===== src/rtl/fp_pkg.sv =====
// Shared floating-point definitions for the special-input classifier.
// Holds default field widths, operand class encodings and the canonical qNaN.
package fp_pkg;

    localparam int FP_WEXP = 8;
    localparam int FP_WSIG = 23;

    typedef enum logic [2:0] {
        CLS_ZERO = 3'd0,
        CLS_SUB  = 3'd1,
        CLS_NORM = 3'd2,
        CLS_INF  = 3'd3,
        CLS_QNAN = 3'd4,
        CLS_SNAN = 3'd5
    } fp_cls_e;

    // Canonical quiet NaN: sign 0, exponent all ones, significand 100..0.
    // Built 64 bits wide; callers keep the low 1+wexp+wsig bits.
    function automatic logic [63:0] fp_qnan(input int wexp, input int wsig);
        logic [63:0] r;
        r = ((64'd1 << wexp) - 64'd1) << wsig;
        r = r | (64'd1 << (wsig - 1));
        return r;
    endfunction

endpackage


===== src/rtl/fp_lane_special.sv =====
// Per-lane combinational classify and special-case resolve.
// op_a_i/op_b_i -> cls_a_o/cls_b_o; S1 signs, sub and classes -> spec/res/inv.
module fp_lane_special
    import fp_pkg::*;
#(
    parameter int WEXP = FP_WEXP,
    parameter int WSIG = FP_WSIG,
    localparam int W = 1 + WEXP + WSIG
) (
    input  logic [W-1:0] op_a_i,
    input  logic [W-1:0] op_b_i,
    output logic [2:0]   cls_a_o,
    output logic [2:0]   cls_b_o,
    input  logic         sign_a_i,
    input  logic         sign_b_i,
    input  logic         sub_i,
    input  logic [2:0]   r_cls_a_i,
    input  logic [2:0]   r_cls_b_i,
    output logic         spec_o,
    output logic [W-1:0] res_o,
    output logic         inv_o
);

    localparam logic [63:0]  QNAN64 = fp_qnan(WEXP, WSIG);
    localparam logic [W-1:0] QNAN   = QNAN64[W-1:0];

    function automatic logic [2:0] classify(input logic [W-1:0] x);
        logic [WEXP-1:0] e;
        logic [WSIG-1:0] s;
        logic            e0;
        logic            e1;
        logic            s0;
        logic            msb;
        logic [2:0]      c;
        e   = x[W-2 -: WEXP];
        s   = x[WSIG-1:0];
        e0  = (e == '0);
        e1  = (e == '1);
        s0  = (s == '0);
        msb = s[WSIG-1];
        c   = CLS_ZERO;
        unique case (1'b1)
            e0 && s0:         c = CLS_ZERO;
            e0 && !s0:        c = CLS_SUB;
            !e0 && !e1:       c = CLS_NORM;
            e1 && s0:         c = CLS_INF;
            e1 && msb:        c = CLS_QNAN;
            e1 && !s0 && !msb: c = CLS_SNAN;
            default:          c = CLS_ZERO;
        endcase
        return c;
    endfunction

    assign cls_a_o = classify(op_a_i);
    assign cls_b_o = classify(op_b_i);

    logic nan_a;
    logic nan_b;
    logic snan_a;
    logic snan_b;
    logic inf_a;
    logic inf_b;
    logic esign_b;

    assign snan_a  = (r_cls_a_i == CLS_SNAN);
    assign snan_b  = (r_cls_b_i == CLS_SNAN);
    assign nan_a   = snan_a || (r_cls_a_i == CLS_QNAN);
    assign nan_b   = snan_b || (r_cls_b_i == CLS_QNAN);
    assign inf_a   = (r_cls_a_i == CLS_INF);
    assign inf_b   = (r_cls_b_i == CLS_INF);
    assign esign_b = sign_b_i ^ sub_i;

    // Rules are ordered: NaN beats inf-inf, which beats single infinity.
    always_comb begin
        spec_o = 1'b0;
        res_o  = '0;
        inv_o  = 1'b0;
        if (nan_a || nan_b) begin
            spec_o = 1'b1;
            res_o  = QNAN;
            inv_o  = snan_a || snan_b;
        end else if (inf_a && inf_b && (sign_a_i != esign_b)) begin
            spec_o = 1'b1;
            res_o  = QNAN;
            inv_o  = 1'b1;
        end else if (inf_a) begin
            spec_o = 1'b1;
            res_o  = {sign_a_i, {WEXP{1'b1}}, {WSIG{1'b0}}};
        end else if (inf_b) begin
            spec_o = 1'b1;
            res_o  = {esign_b, {WEXP{1'b1}}, {WSIG{1'b0}}};
        end
    end

endmodule


===== src/rtl/fp_special_classify.sv =====
// Two-stage special-input classifier in front of the FP adder, LANES wide.
// in_* valid/ready beat -> out_* classes, bypass flag, result, invalid; sticky flags.
module fp_special_classify
    import fp_pkg::*;
#(
    parameter int WEXP  = FP_WEXP,
    parameter int WSIG  = FP_WSIG,
    parameter int LANES = 1,
    localparam int W = 1 + WEXP + WSIG
) (
    input  logic               clk,
    input  logic               rst_n,
    input  logic               in_valid,
    output logic               in_ready,
    input  logic [LANES*W-1:0] in_a,
    input  logic [LANES*W-1:0] in_b,
    input  logic [LANES-1:0]   in_sub,
    output logic               out_valid,
    input  logic               out_ready,
    output logic [LANES*3-1:0] out_cls_a,
    output logic [LANES*3-1:0] out_cls_b,
    output logic [LANES-1:0]   out_spec,
    output logic [LANES*W-1:0] out_res,
    output logic [LANES-1:0]   out_inv,
    output logic               sticky_inv,
    output logic               sticky_snan,
    input  logic               clr_sticky
);

    // Stage 1: only operand signs are kept; the class captures the rest.
    logic               v1_q, v1_d;
    logic [LANES-1:0]   sign_a1_q, sign_a1_d;
    logic [LANES-1:0]   sign_b1_q, sign_b1_d;
    logic [LANES-1:0]   sub1_q, sub1_d;
    logic [LANES*3-1:0] cls_a1_q, cls_a1_d;
    logic [LANES*3-1:0] cls_b1_q, cls_b1_d;

    // Stage 2
    logic               v2_q, v2_d;
    logic [LANES*3-1:0] cls_a2_q, cls_a2_d;
    logic [LANES*3-1:0] cls_b2_q, cls_b2_d;
    logic [LANES-1:0]   spec2_q, spec2_d;
    logic [LANES*W-1:0] res2_q, res2_d;
    logic [LANES-1:0]   inv2_q, inv2_d;

    logic sticky_inv_q, sticky_inv_d;
    logic sticky_snan_q, sticky_snan_d;

    logic [LANES*3-1:0] cls_a_c;
    logic [LANES*3-1:0] cls_b_c;
    logic [LANES-1:0]   spec_c;
    logic [LANES*W-1:0] res_c;
    logic [LANES-1:0]   inv_c;

    logic ready1;
    logic ready2;
    logic out_hs;
    logic snan_out;

    for (genvar i = 0; i < LANES; i++) begin : g_lane
        fp_lane_special #(
            .WEXP (WEXP),
            .WSIG (WSIG)
        ) u_lane (
            .op_a_i    (in_a[i*W +: W]),
            .op_b_i    (in_b[i*W +: W]),
            .cls_a_o   (cls_a_c[i*3 +: 3]),
            .cls_b_o   (cls_b_c[i*3 +: 3]),
            .sign_a_i  (sign_a1_q[i]),
            .sign_b_i  (sign_b1_q[i]),
            .sub_i     (sub1_q[i]),
            .r_cls_a_i (cls_a1_q[i*3 +: 3]),
            .r_cls_b_i (cls_b1_q[i*3 +: 3]),
            .spec_o    (spec_c[i]),
            .res_o     (res_c[i*W +: W]),
            .inv_o     (inv_c[i])
        );
    end

    assign ready2   = !v2_q || out_ready;
    assign ready1   = !v1_q || ready2;
    assign in_ready = ready1;
    assign out_hs   = v2_q && out_ready;

    always_comb begin
        snan_out = 1'b0;
        for (int i = 0; i < LANES; i++) begin
            if (cls_a2_q[i*3 +: 3] == CLS_SNAN) snan_out = 1'b1;
            if (cls_b2_q[i*3 +: 3] == CLS_SNAN) snan_out = 1'b1;
        end
    end

    always_comb begin
        v1_d      = ready1 ? in_valid : v1_q;
        sign_a1_d = sign_a1_q;
        sign_b1_d = sign_b1_q;
        sub1_d    = sub1_q;
        cls_a1_d  = cls_a1_q;
        cls_b1_d  = cls_b1_q;
        if (in_valid && ready1) begin
            for (int i = 0; i < LANES; i++) begin
                sign_a1_d[i] = in_a[i*W + W - 1];
                sign_b1_d[i] = in_b[i*W + W - 1];
            end
            sub1_d   = in_sub;
            cls_a1_d = cls_a_c;
            cls_b1_d = cls_b_c;
        end
    end

    always_comb begin
        v2_d     = ready2 ? v1_q : v2_q;
        cls_a2_d = cls_a2_q;
        cls_b2_d = cls_b2_q;
        spec2_d  = spec2_q;
        res2_d   = res2_q;
        inv2_d   = inv2_q;
        if (v1_q && ready2) begin
            cls_a2_d = cls_a1_q;
            cls_b2_d = cls_b1_q;
            spec2_d  = spec_c;
            res2_d   = res_c;
            inv2_d   = inv_c;
        end
    end

    // Clear first, then OR in events leaving on this cycle's handshake.
    always_comb begin
        sticky_inv_d  = clr_sticky ? 1'b0 : sticky_inv_q;
        sticky_snan_d = clr_sticky ? 1'b0 : sticky_snan_q;
        if (out_hs) begin
            sticky_inv_d  = sticky_inv_d || (|inv2_q);
            sticky_snan_d = sticky_snan_d || snan_out;
        end
    end

    always_ff @(posedge clk or negedge rst_n) begin
        if (!rst_n) begin
            v1_q          <= 1'b0;
            sign_a1_q     <= '0;
            sign_b1_q     <= '0;
            sub1_q        <= '0;
            cls_a1_q      <= '0;
            cls_b1_q      <= '0;
            v2_q          <= 1'b0;
            cls_a2_q      <= '0;
            cls_b2_q      <= '0;
            spec2_q       <= '0;
            res2_q        <= '0;
            inv2_q        <= '0;
            sticky_inv_q  <= 1'b0;
            sticky_snan_q <= 1'b0;
        end else begin
            v1_q          <= v1_d;
            sign_a1_q     <= sign_a1_d;
            sign_b1_q     <= sign_b1_d;
            sub1_q        <= sub1_d;
            cls_a1_q      <= cls_a1_d;
            cls_b1_q      <= cls_b1_d;
            v2_q          <= v2_d;
            cls_a2_q      <= cls_a2_d;
            cls_b2_q      <= cls_b2_d;
            spec2_q       <= spec2_d;
            res2_q        <= res2_d;
            inv2_q        <= inv2_d;
            sticky_inv_q  <= sticky_inv_d;
            sticky_snan_q <= sticky_snan_d;
        end
    end

    assign out_valid   = v2_q;
    assign out_cls_a   = cls_a2_q;
    assign out_cls_b   = cls_b2_q;
    assign out_spec    = spec2_q;
    assign out_res     = res2_q;
    assign out_inv     = inv2_q;
    assign sticky_inv  = sticky_inv_q;
    assign sticky_snan = sticky_snan_q;

endmodule


===== config.mk =====
export PLATFORM = sky130hd
export DESIGN_NAME = fp_special_classify
export DESIGN_NICKNAME = d
export VERILOG_FILES = /design/src/rtl/fp_pkg.sv /design/src/rtl/fp_lane_special.sv /design/src/rtl/fp_special_classify.sv
export SDC_FILE = /design/constraint.sdc
export NUM_CORES = 1
export LEC_CHECK = 0
export CAP_MARGIN = 20
export CORE_AREA = 3 3 67 69
export CTS_CLUSTER_DIAMETER = 60
export DETAILED_ROUTE_END_ITERATION = 12
export DIE_AREA = 0 0 70 72
export GPL_TIMING_DRIVEN = 0
export PLACE_DENSITY_LB_ADDON = 0.08
export SETUP_SLACK_MARGIN = 0.5
export SLEW_MARGIN = 20
export SYNTH_ARGS = -nofsm -noshare
export SYNTH_HDL_FRONTEND = slang
export SYNTH_SLANG_ARGS = --single-unit

===== constraint.sdc =====
create_clock -name clk -period 2.9 [get_ports clk]
set_clock_uncertainty 0.2 [all_clocks]
set_input_delay 0.435 -clock clk [delete_from_list [all_inputs] [get_ports clk]]
set_output_delay 0.435 -clock clk [all_outputs]
set_load 0.03 [all_outputs]

==> impl_metrics.tcl <==
set metrics [dict create \
    grt_resource_usage_total 0.149 \
    worst_r2r_endpoint "cls_a1_q[1]" \
    flow.area_growth_from_synthesis_pct 79.3 \
    average_wire_length_per_cell_after_detail_routing_um 11.6 \
    ff2ff_path_depth 5 \
    r2r_setup_slack_ns 1.30 \
    route.antenna.remaining_nets 0 \
    ctsHtreeMaxLevel 1 \
    unrepaired_setup_endpoints_after_global_routing "no" \
    core_area_um2 3970 \
    cell_internal_pwr_uw 716 \
    post-route-drc-count 0 \
    netlist.top_cell.by_area "sky130_fd_sc_hd__dfrtp_1" \
    layout_setup_ws_ns 0.672 \
    drt_first_pass_iters 4 \
    vdd.ir_drop.worst_mv 0.191 \
    final_number_of_setup_violating_endpoints 0 \
    totalNegativeSetupSlack_ns 0 \
    worstSetupStartpointType "register" \
    drive_above_1_share 0.155 \
    floorplan.die_area_um2 5040 \
    yosys.cell_count.top_type "sky130_fd_sc_hd__buf_4" \
    hold_viol_final 0 \
    clk-insertion-delay-late_ns 0.27 \
    clock_sinks 23 \
    routabilityCongestion 0.758 \
    ctsRootBufferMaster "sky130_fd_sc_hd__clkbuf_8" \
    ys_seq_elements 23 \
    port-buffer-count 91 \
    grt_max_degree 24 \
    filler_cell_count 370 \
    critPathLaunch "out_spec" \
    power.density_nw_per_um2 437 \
    timing.critical_path.required_ns 2.27 \
    synth_area_per_cell_um2 9.02 \
    synth-async-reset-ratio 1.00 \
    dp.final_hpwl_um 3340 \
    final.period_utilization 0.768 \
    timing.fmax_ghz 0.449 \
    cts.reportedPaths.clkPinSlew_ns 0.07 \
    initial_utilization 0.350 \
    crit_path_end "out_res[26]" \
    yosys_warnings 0 \
    period_minus_slack_ns 2.23 \
    layout.nets 342 \
    layout.core_utilization 0.627 \
    diodes 0 \
    drt-total-wl_um 3730 \
    outcome "completed" \
    setup.worst_path.end_class "output pin" \
    first_iter_violations 20 \
    min-delay-path-class "register to register" \
    sequentialPowerShare 0.365 \
    placement_rows 23 \
    leakage_uw 0.00106 \
    dr_total_vias 1421 \
    synth_top_area_frac 0.414 \
    grt_pass1_vias 1450 \
    floorplan.die.width_um 70 \
    finalHoldWorstSlack_ns 0.295 \
    worstReg2RegStart "out_valid" \
    ctsLongestPathBuffers 2 \
    grt_remaining_overflow 0 \
    tritoncts "done" \
    dieHeight_um 72 \
    route.detailed.vias_per_inst 4.43 \
    synth.distinct_cells 29 \
    share_comb_of_total_power 0.453 \
    swShare 0.341 \
    cp_data_arrival_time_ns 1.59 \
    switchingPower_uw 371 \
    ys_dominant_reg_cell "sky130_fd_sc_hd__dfrtp_1" \
    synth_area_um2 1390 \
    timing.setup.critical_path_class "register to output pin" \
    place_ws_ns 0.436 \
    synth-edff-count 0 \
    synth_common_cells "sky130_fd_sc_hd__buf_4, sky130_fd_sc_hd__dfrtp_1, sky130_fd_sc_hd__nand2_1" \
    initial_antenna_violation_count 0 \
    grt_first_pass_wirelength_um 6100 \
    worst_path_max_fanout 10 \
    ys_top_cells_by_area "sky130_fd_sc_hd__dfrtp_1, sky130_fd_sc_hd__buf_4, sky130_fd_sc_hd__nand2_1, sky130_fd_sc_hd__mux2_2, sky130_fd_sc_hd__nor4_1" \
    io_pins 114 \
    yosysSeqAreaShare 0.414 \
    cts-buffers-inserted 3 \
    netlist_instances 154 \
    max_slew_violation_count 0 \
    drv_cap 0 \
    power.share.clock 0.182 \
]
-- power groups by stage --
stage	combinational [µW]	clock, µW	sequential (µW)
5_1_grt	523	220	405
3_3_place_gp	493	0	403
6_report	493	198	397
2_1_floorplan	230	0	443
3_5_place_dp	496	0	402
4_1_cts	495	202	397
-- metal layers --
| metal | vias to the layer above | share of wire | global-route usage |
|---|---|---|---|
| met5 | - | 0 | 0 |
| met4 | 0 | 0.018 | 0.0702 |
| met3 | 5 | 0.13 | 0.0596 |
| met2 | 80 | 0.47 | 0.261 |
| met1 | 601 | 0.38 | 0.157 |
| li1 | 735 | - | - |
-- repair_timing --
action / CTS / global route
setup endpoints to repair: 1 / 0
gates resized for setup: 1 / 0
endpoints found under the hold margin: 0 / 23
hold buffers: 0 / 1
setup buffers: 0 / 0
-- metrics by stage --
step	area [µm²]	std cells	power (µW)
after detailed placement	2440	316	898
after CTS	2480	320	1090
after global routing	2490	321	1150
after global placement	2440	316	895
after floorplan	1470	175	674
final	2490	321	1090
-- how the worst min path moves through the flow --
stage	from	end	depth (start not counted)
floorplan	rst_n	cls_a1_q[0]	0
global route	sub1_q	sub1_q	2
finish	out_res[22]	out_res[22]	2
detailed placement	sub1_q	sub1_q	2
global placement	out_res[22]	out_res[22]	2
CTS	sub1_q	sub1_q	2
-- logic make-up (layout without fill, tap and decap cells) --
| group | after synthesis | in the layout | synth area share |
|---|---|---|---|
| compound gates | 22 | 22 | 0.103 |
| xor+xnor | 2 | 2 | 0.0126 |
| buf+inv | 35 | 131 | 0.177 |
| flops | 23 | 23 | 0.414 |
| mux | 6 | 6 | 0.0486 |
| other cells | 1 | 22 | 0.00270 |
| simple gates | 65 | 65 | 0.242 |
-- state kept, by name, summed over array words and instances (netlist names) --
register and flops:
out_spec 1, out_cls_b 3, out_cls_a 3, v1_q 1, out_valid 1, sign_b1_q 1
cls_b1_q 3, out_res 2, cls_a1_q 3, sub1_q 1, sign_a1_q 1, sticky_inv 1
out_inv 1, sticky_snan 1
-- placed cells by master, fill, tap and decap left out, types with 6 or more instances in the layout --
cell and n:
sky130_fd_sc_hd__buf_4 30, sky130_fd_sc_hd__clkdlybuf4s50_1 89, sky130_fd_sc_hd__conb_1 22, sky130_fd_sc_hd__dfrtp_1 23
sky130_fd_sc_hd__mux2_2 6, sky130_fd_sc_hd__nand2_1 19, sky130_fd_sc_hd__nand4_1 6, sky130_fd_sc_hd__nor2_1 10
sky130_fd_sc_hd__nor4_1 10, sky130_fd_sc_hd__o21ai_0 7
-- critical path, stage by stage (launching register included) --
cell	delay [ns]
sky130_fd_sc_hd__dfrtp_1	0.51
sky130_fd_sc_hd__buf_4	0.16
sky130_fd_sc_hd__clkdlybuf4s50_1	0.66
-- final cells by class --
type,instances,area (µm²),area share
clock buffer,4,45.0,0.0181
multi-input combinational,117,647,0.260
buffer,33,238,0.0955
timing repair buffer,92,915,0.367
inverter,2,7.51,0.00302
tap,50,62.6,0.0251
sequential,23,576,0.231
No activity file was read; power rests on OpenSTA's default activity.
